===== src/rtl/rs232_tx_arbiter.sv =====
// rs232_tx_arbiter: round-robin sharing of one RS-232 byte transmitter
// between NUM_REQ requesters. A packet lock keeps multi-byte messages from
// one requester contiguous. Optional HOLD stall timeout is compiled in when
// the macro ARB_TIMEOUT_EN is defined (adds output port timeout_evt_o).
//
// state        | meaning
// ST_ARB       | idle; grant first valid requester at/after rr_ptr
// ST_SEND      | start strobe to the transmitter (one cycle)
// ST_WAIT_BUSY | waiting for transmitter busy to rise (gives up after 2)
// ST_WAIT_DONE | character in flight; waiting for busy to fall
// ST_HOLD      | packet locked to active_id; waiting for its next byte
module rs232_tx_arbiter #(
   parameter int NUM_REQ        = 4,
   parameter int ID_WIDTH       = 2,
   parameter int TIMEOUT_CYCLES = 1000000
) (
   input  logic                  clock_i,
   input  logic                  reset_i,
   input  logic [NUM_REQ-1:0]    req_valid_i,
   input  logic [NUM_REQ-1:0]    req_last_i,
   input  logic [8*NUM_REQ-1:0]  req_data_i,
   output logic [NUM_REQ-1:0]    req_ready_o,
   input  logic                  abort_i,
   input  logic                  tx_busy_i,
   output logic [7:0]            tx_datain_o,
   output logic                  tx_datain_ready_o,
   output logic                  tx_abort_o,
   output logic [ID_WIDTH-1:0]   active_id_o,
`ifdef ARB_TIMEOUT_EN
   output logic                  timeout_evt_o,
`endif
   output logic                  arb_busy_o
);

   typedef enum logic [2:0] {
      ST_ARB,
      ST_SEND,
      ST_WAIT_BUSY,
      ST_WAIT_DONE,
      ST_HOLD
   } state_t;

   if (NUM_REQ < 2 || NUM_REQ > 8 || (2 ** ID_WIDTH) < NUM_REQ || TIMEOUT_CYCLES < 1) begin : g_param_check
      $error("rs232_tx_arbiter: illegal parameter combination");
   end

   state_t              state_q;
   logic [ID_WIDTH-1:0] rr_ptr_q;
   logic [ID_WIDTH-1:0] active_id_q;
   logic                lock_q;
   logic [7:0]          tx_datain_q;
   logic                tx_datain_ready_q;
   logic                wb_cnt_q;

   logic                win_found;
   logic [ID_WIDTH-1:0] win_id;
   logic                accept;
   logic [ID_WIDTH-1:0] acc_id;
   logic [7:0]          acc_data;
   logic                acc_last;
   logic [ID_WIDTH-1:0] rr_ptr_d;

`ifdef ARB_TIMEOUT_EN
   localparam int TO_W = (TIMEOUT_CYCLES > 1) ? $clog2(TIMEOUT_CYCLES) : 1;
   localparam logic [TO_W-1:0] TO_LOAD = TO_W'(TIMEOUT_CYCLES - 1);
   logic [TO_W-1:0] to_cnt_q;
   logic            timeout_evt_q;
`endif

   // pointer value that makes the requester just served lowest priority
   function automatic logic [ID_WIDTH-1:0] next_id(input logic [ID_WIDTH-1:0] id);
      if (int'(id) == NUM_REQ - 1) return '0;
      return id + ID_WIDTH'(1);
   endfunction

   assign rr_ptr_d = next_id(active_id_q);

   // round-robin search: first valid requester at or after rr_ptr, wrapping
   always_comb begin
      win_found = 1'b0;
      win_id    = '0;
      for (int k = 0; k < NUM_REQ; k++) begin
         int idx;
         idx = int'(rr_ptr_q) + k;
         if (idx >= NUM_REQ) idx = idx - NUM_REQ;
         if (!win_found && req_valid_i[idx]) begin
            win_found = 1'b1;
            win_id    = idx[ID_WIDTH-1:0];
         end
      end
   end

   // accept decision; in HOLD only the locked requester may be taken
   always_comb begin
      accept = 1'b0;
      acc_id = win_id;
      if (!abort_i && !tx_busy_i) begin
         if (state_q == ST_ARB) begin
            accept = win_found;
         end else if (state_q == ST_HOLD) begin
            acc_id = active_id_q;
            accept = req_valid_i[active_id_q];
         end
      end
   end

   assign acc_data    = req_data_i[8*int'(acc_id) +: 8];
   assign acc_last    = req_last_i[acc_id];
   assign req_ready_o = accept ? (NUM_REQ'(1) << acc_id) : '0;

   // main sequencer: grant, strobe, track busy through the character
   always_ff @(posedge clock_i or posedge reset_i) begin
      if (reset_i) begin
         state_q           <= ST_ARB;
         rr_ptr_q          <= '0;
         active_id_q       <= '0;
         lock_q            <= 1'b0;
         tx_datain_q       <= 8'hFF;
         tx_datain_ready_q <= 1'b0;
         wb_cnt_q          <= 1'b0;
`ifdef ARB_TIMEOUT_EN
         to_cnt_q          <= TO_LOAD;
         timeout_evt_q     <= 1'b0;
`endif
      end else begin
         tx_datain_ready_q <= 1'b0;
`ifdef ARB_TIMEOUT_EN
         to_cnt_q          <= TO_LOAD;
         timeout_evt_q     <= 1'b0;
`endif
         if (abort_i) begin
            state_q     <= ST_ARB;
            lock_q      <= 1'b0;
            tx_datain_q <= 8'hFF;
         end else if (accept) begin
            tx_datain_q       <= acc_data;
            active_id_q       <= acc_id;
            lock_q            <= ~acc_last;
            tx_datain_ready_q <= 1'b1;
            state_q           <= ST_SEND;
         end else begin
            case (state_q)
               ST_SEND: begin
                  wb_cnt_q <= 1'b1;
                  state_q  <= ST_WAIT_BUSY;
               end
               ST_WAIT_BUSY: begin
                  // a flushed transmitter may never raise busy; give up after 2 cycles
                  if (tx_busy_i || wb_cnt_q == 1'b0) state_q <= ST_WAIT_DONE;
                  else wb_cnt_q <= 1'b0;
               end
               ST_WAIT_DONE: begin
                  if (!tx_busy_i) begin
                     if (lock_q) begin
                        state_q <= ST_HOLD;
                     end else begin
                        rr_ptr_q <= rr_ptr_d;
                        state_q  <= ST_ARB;
                     end
                  end
               end
               ST_HOLD: begin
`ifdef ARB_TIMEOUT_EN
                  if (to_cnt_q == '0) begin
                     lock_q        <= 1'b0;
                     rr_ptr_q      <= rr_ptr_d;
                     timeout_evt_q <= 1'b1;
                     state_q       <= ST_ARB;
                  end else begin
                     to_cnt_q <= to_cnt_q - TO_W'(1);
                  end
`endif
               end
               default: state_q <= ST_ARB;
            endcase
         end
      end
   end

   assign tx_datain_o       = tx_datain_q;
   assign tx_datain_ready_o = tx_datain_ready_q;
   assign tx_abort_o        = abort_i;
   assign active_id_o       = active_id_q;
   assign arb_busy_o        = (state_q != ST_ARB);
`ifdef ARB_TIMEOUT_EN
   assign timeout_evt_o     = timeout_evt_q;
`endif

endmodule


===== config.mk =====
export PLATFORM = sky130hd
export DESIGN_NAME = rs232_tx_arbiter
export DESIGN_NICKNAME = d
export VERILOG_FILES = /design/src/rtl/rs232_tx_arbiter.sv
export SDC_FILE = /design/constraint.sdc
export NUM_CORES = 1
export LEC_CHECK = 0
export CAP_MARGIN = 20
export CORE_UTILIZATION = 43
export CTS_BUF_LIST = sky130_fd_sc_hd__clkbuf_4
export CTS_CLUSTER_DIAMETER = 120
export CTS_CLUSTER_SIZE = 28
export DETAILED_ROUTE_END_ITERATION = 12
export GPL_ROUTABILITY_DRIVEN = 0
export PLACE_DENSITY = 0.81
export SLEW_MARGIN = 20
export SYNTH_ARGS = -nofsm -noshare
export SYNTH_HDL_FRONTEND = slang
export SYNTH_SLANG_ARGS = --single-unit

===== constraint.sdc =====
create_clock -name clock_i -period 2.73 [get_ports clock_i]
set_input_delay 0.273 -clock clock_i [delete_from_list [all_inputs] [get_ports clock_i]]
set_output_delay 0.273 -clock clock_i [all_outputs]
set_load 0.005 [all_outputs]

==> flow_metrics.env <==
export IMPL_status="finished with violations"
export IMPL_violations="DRC"
export IMPL_synth_commonest_cells="nand2_1, a311oi_1, nor2_1, inv_1, dfrtp_1"
export IMPL_antenna_left=0
export IMPL_dr_total_vias=1475
export IMPL_clkTransAtPathRegs_ns=0.11
export IMPL_crit_chain="clkdlybuf4s50_1 > nor4_4 > buf_4 > a2bb2oi_4 > buf_12 > a31oi_4 > and3_1 > clkdlybuf4s50_1"
export IMPL_syn_area_per_cell_um2=9.08
export IMPL_synth_edf_count=0
export IMPL_start_kind="input pin"
export IMPL_met2_usage=0.473
export IMPL_root_buffer="clkbuf_4"
export IMPL_synthFlopType="dfrtp_1"
export IMPL_syn2layout_area_growth_pct=57.5
export IMPL_core_area_um2=2850
export IMPL_cts_max_path_buffers=2
export IMPL_routedWlPerCell_um=16.7
export IMPL_final_core_util=0.737
export IMPL_dp_hpwl_mm=3.05
export IMPL_crit_arrival_ns=2.43
export IMPL_synth_cell_types=40
export IMPL_met3_usage=0.0357
export IMPL_yosys_warnings=0
export IMPL_grt_busiest_layer="met2"
export IMPL_drt_iter0_drc=68
export IMPL_finalCritPeriodShare=0.990
export IMPL_dieArea_um2=3330
export IMPL_rr_startpoint="state_q[0]"
export IMPL_io_pins=61
export IMPL_slew_headroom=0.546
export IMPL_synthArstFlopShare=1.00
export IMPL_track_usage=0.263
export IMPL_final_setup_worst_slack_ns=0.0263
export IMPL_syn_area_um2=1340
export IMPL_insertion_delay_ns=0.30
export IMPL_start_util=0.468
export IMPL_finalSetupViolations=0
export IMPL_portBuffers=60
export IMPL_netlist_top_cells_area="dfrtp_1, dfstp_2, a311oi_1"
export IMPL_seq_area_frac_synth=0.345
export IMPL_grt_pass1_wl_mm=6.60
export IMPL_crit_path_end_kind="output port"
export IMPL_syn_num_nets=192
export IMPL_startpoint="abort_i"
export IMPL_leakagePower_nw=0.905
export IMPL_drv_slew=0
export IMPL_rows=19
export IMPL_overflow=0
export IMPL_vias_per_cell=5.97
export IMPL_cts_sinks=18
export IMPL_yosysMostFrequentCell="nand2_1"
export IMPL_drc=2
export IMPL_grt_pass1_vias=1435
export IMPL_irDropWorstVdd_mv=0.427
export IMPL_worst_pin_slew_ns=0.681
export IMPL_synth_largest_area_cell="dfrtp_1"
export IMPL_antenna_found_initial=0
export IMPL_timing_fmax_ghz=0.370
export IMPL_met1_usage=0.328
export IMPL_crit_top_cell="clkdlybuf4s50_1"
export IMPL_cts_made_buffers=3
export IMPL_grt_max_degree=19
export IMPL_fp_dieW_um=57.7
export IMPL_max_stage_delay_ns=0.50
export IMPL_drive_above_1_share=0.204
export IMPL_dp_cells=237
export IMPL_power_density_nw_per_um2=593
export IMPL_cp_max_fo=6
export IMPL_yosysTopAreaCellShare=0.187
export IMPL_die_y_um=57.7
export IMPL_hold_viol=0
export IMPL_cts_htree_levels=1
export IMPL_cpMaxStageDelayCell="clkdlybuf4s50_1"
export IMPL_cp_data_required_time_ns=2.46
export IMPL_hold_ws_ns=0.361
export IMPL_post_route_min_period_ns=2.70
export IMPL_holdCritPathClass="in2async"
export IMPL_cp_top_family="buffers and inverters"
export IMPL_cap_violations=0
export IMPL_synthCells=147
export IMPL_worst_setup_path_type="in2out"
export IMPL_nNetsFinal=262
export IMPL_antenna_cells=0
export IMPL_cts_tree="done"
export IMPL_fin_cells=247
export IMPL_synth_seq_cells=18
export IMPL_ctsHoldBuffers=0
export IMPL_crit_buf_inv=4
export IMPL_fin_skew_ns=0.00100
export IMPL_drt_total_wl_mm=4.13
export IMPL_drt_first_pass_iters=9
export IMPL_post_place_ws_ns=-0.0992
metal layers:
metal	vias up	wire (um)	share of wire
met4	0	91	0.022
met5	-	0	0
met2	88	2100	0.51
met3	14	281	0.068
li1	690	-	-
met1	683	1660	0.40
cells by family (layout without fill, tap and decap cells):
kind of cell    Yosys count  count (layout)  synth area share
compound gates           42              42             0.299
fa+ha+maj                 1               1           0.00937
buf+inv                  27              96             0.104
flops                    18              18             0.345
mux                       4               4            0.0403
simple gates             55              55             0.202
worst reg2reg max path: cells and delay by family, from the launching register on:
| kind | cells | cell delay (ns) |
|---|---|---|
| AOI/OAI and AO/OA | 4 | 1.01 |
| and+or+nand+nor | 1 | 0.26 |
| DFF | 1 | 0.47 |
| buffers and inverters | 3 | 0.55 |
through the flow:
stage / setup TNS (ns) / total power, W / cell area, um2
floorplan: 0 / 0.000766 / 1340
global placement: -0.0958 / 0.00101 / 1980
detailed placement: -0.0992 / 0.00102 / 1980
CTS: 0 / 0.00118 / 2030
global route: -0.0280 / 0.00132 / 2100
finish: 0 / 0.00125 / 2100
flip-flops by register name (all words and copies together), names as in the netlist:
signal and flops:
active_id_o 2, lock_q 1, rr_ptr_q 2, state_q 3
tx_datain_o 8, tx_datain_ready_o 1, wb_cnt_q 1
placed cells by master (no fill, tap or decap), drive strengths merged, types with 2 or more instances in the layout:
| cell | count |
|---|---|
| clkbuf | 3 |
| dlymetal6s2s | 3 |
| nand2 | 22 |
| nor3 | 2 |
| buf | 18 |
| and3 | 3 |
| clkdlybuf4s50 | 57 |
| nor2 | 15 |
| nand2b | 4 |
| dfstp | 8 |
| nor4 | 3 |
| dfrtp | 10 |
| inv | 14 |
| a21o | 2 |
| a21oi | 3 |
| mux2i | 2 |
| and2 | 2 |
| a2111oi | 9 |
| a311oi | 18 |
| o31ai | 2 |
worst paths after layout:
path / endpoint / slack (ns) / cells after the start
worst max-delay path: req_ready_o[2] / 0.03 / 8
worst min-delay path: state_q[1] / 0.36 / 2
worst max register to register: tx_datain_o[2] / 0.39 / 8
worst min register to register: state_q[2] / 0.52 / 1
max in group asynchronous: state_q[2] / 1.94 / 2
min in group clock_i: tx_datain_o[0] / 0.49 / 3
layout make-up:
| cell class | instances | area (um2) |
|---|---|---|
| Clock buffer | 3 | 22.5 |
| Clock inverter | 1 | 3.75 |
| Fill cell | 217 | 751 |
| Inverter | 14 | 55.1 |
| Multi-Input combinational cell | 102 | 766 |
| Sequential cell | 18 | 460 |
| Tap cell | 31 | 38.8 |
| Timing Repair Buffer | 78 | 756 |
power by group:
part	internal (W)	leakage (nW)	switching (W)	total, W
sequential	0.000356	0.214	0.0000752	0.000431
combinational	0.000378	0.676	0.000294	0.000672
clock	0.0000534	0.0154	0.0000900	0.000143
repair_timing:
item	4_1_cts	5_1_grt
buffers inserted	2	4
endpoints found under the setup margin	3	4
gates resized for setup	1	6
pin swaps	1	3
(Power assumes the default switching activity.)
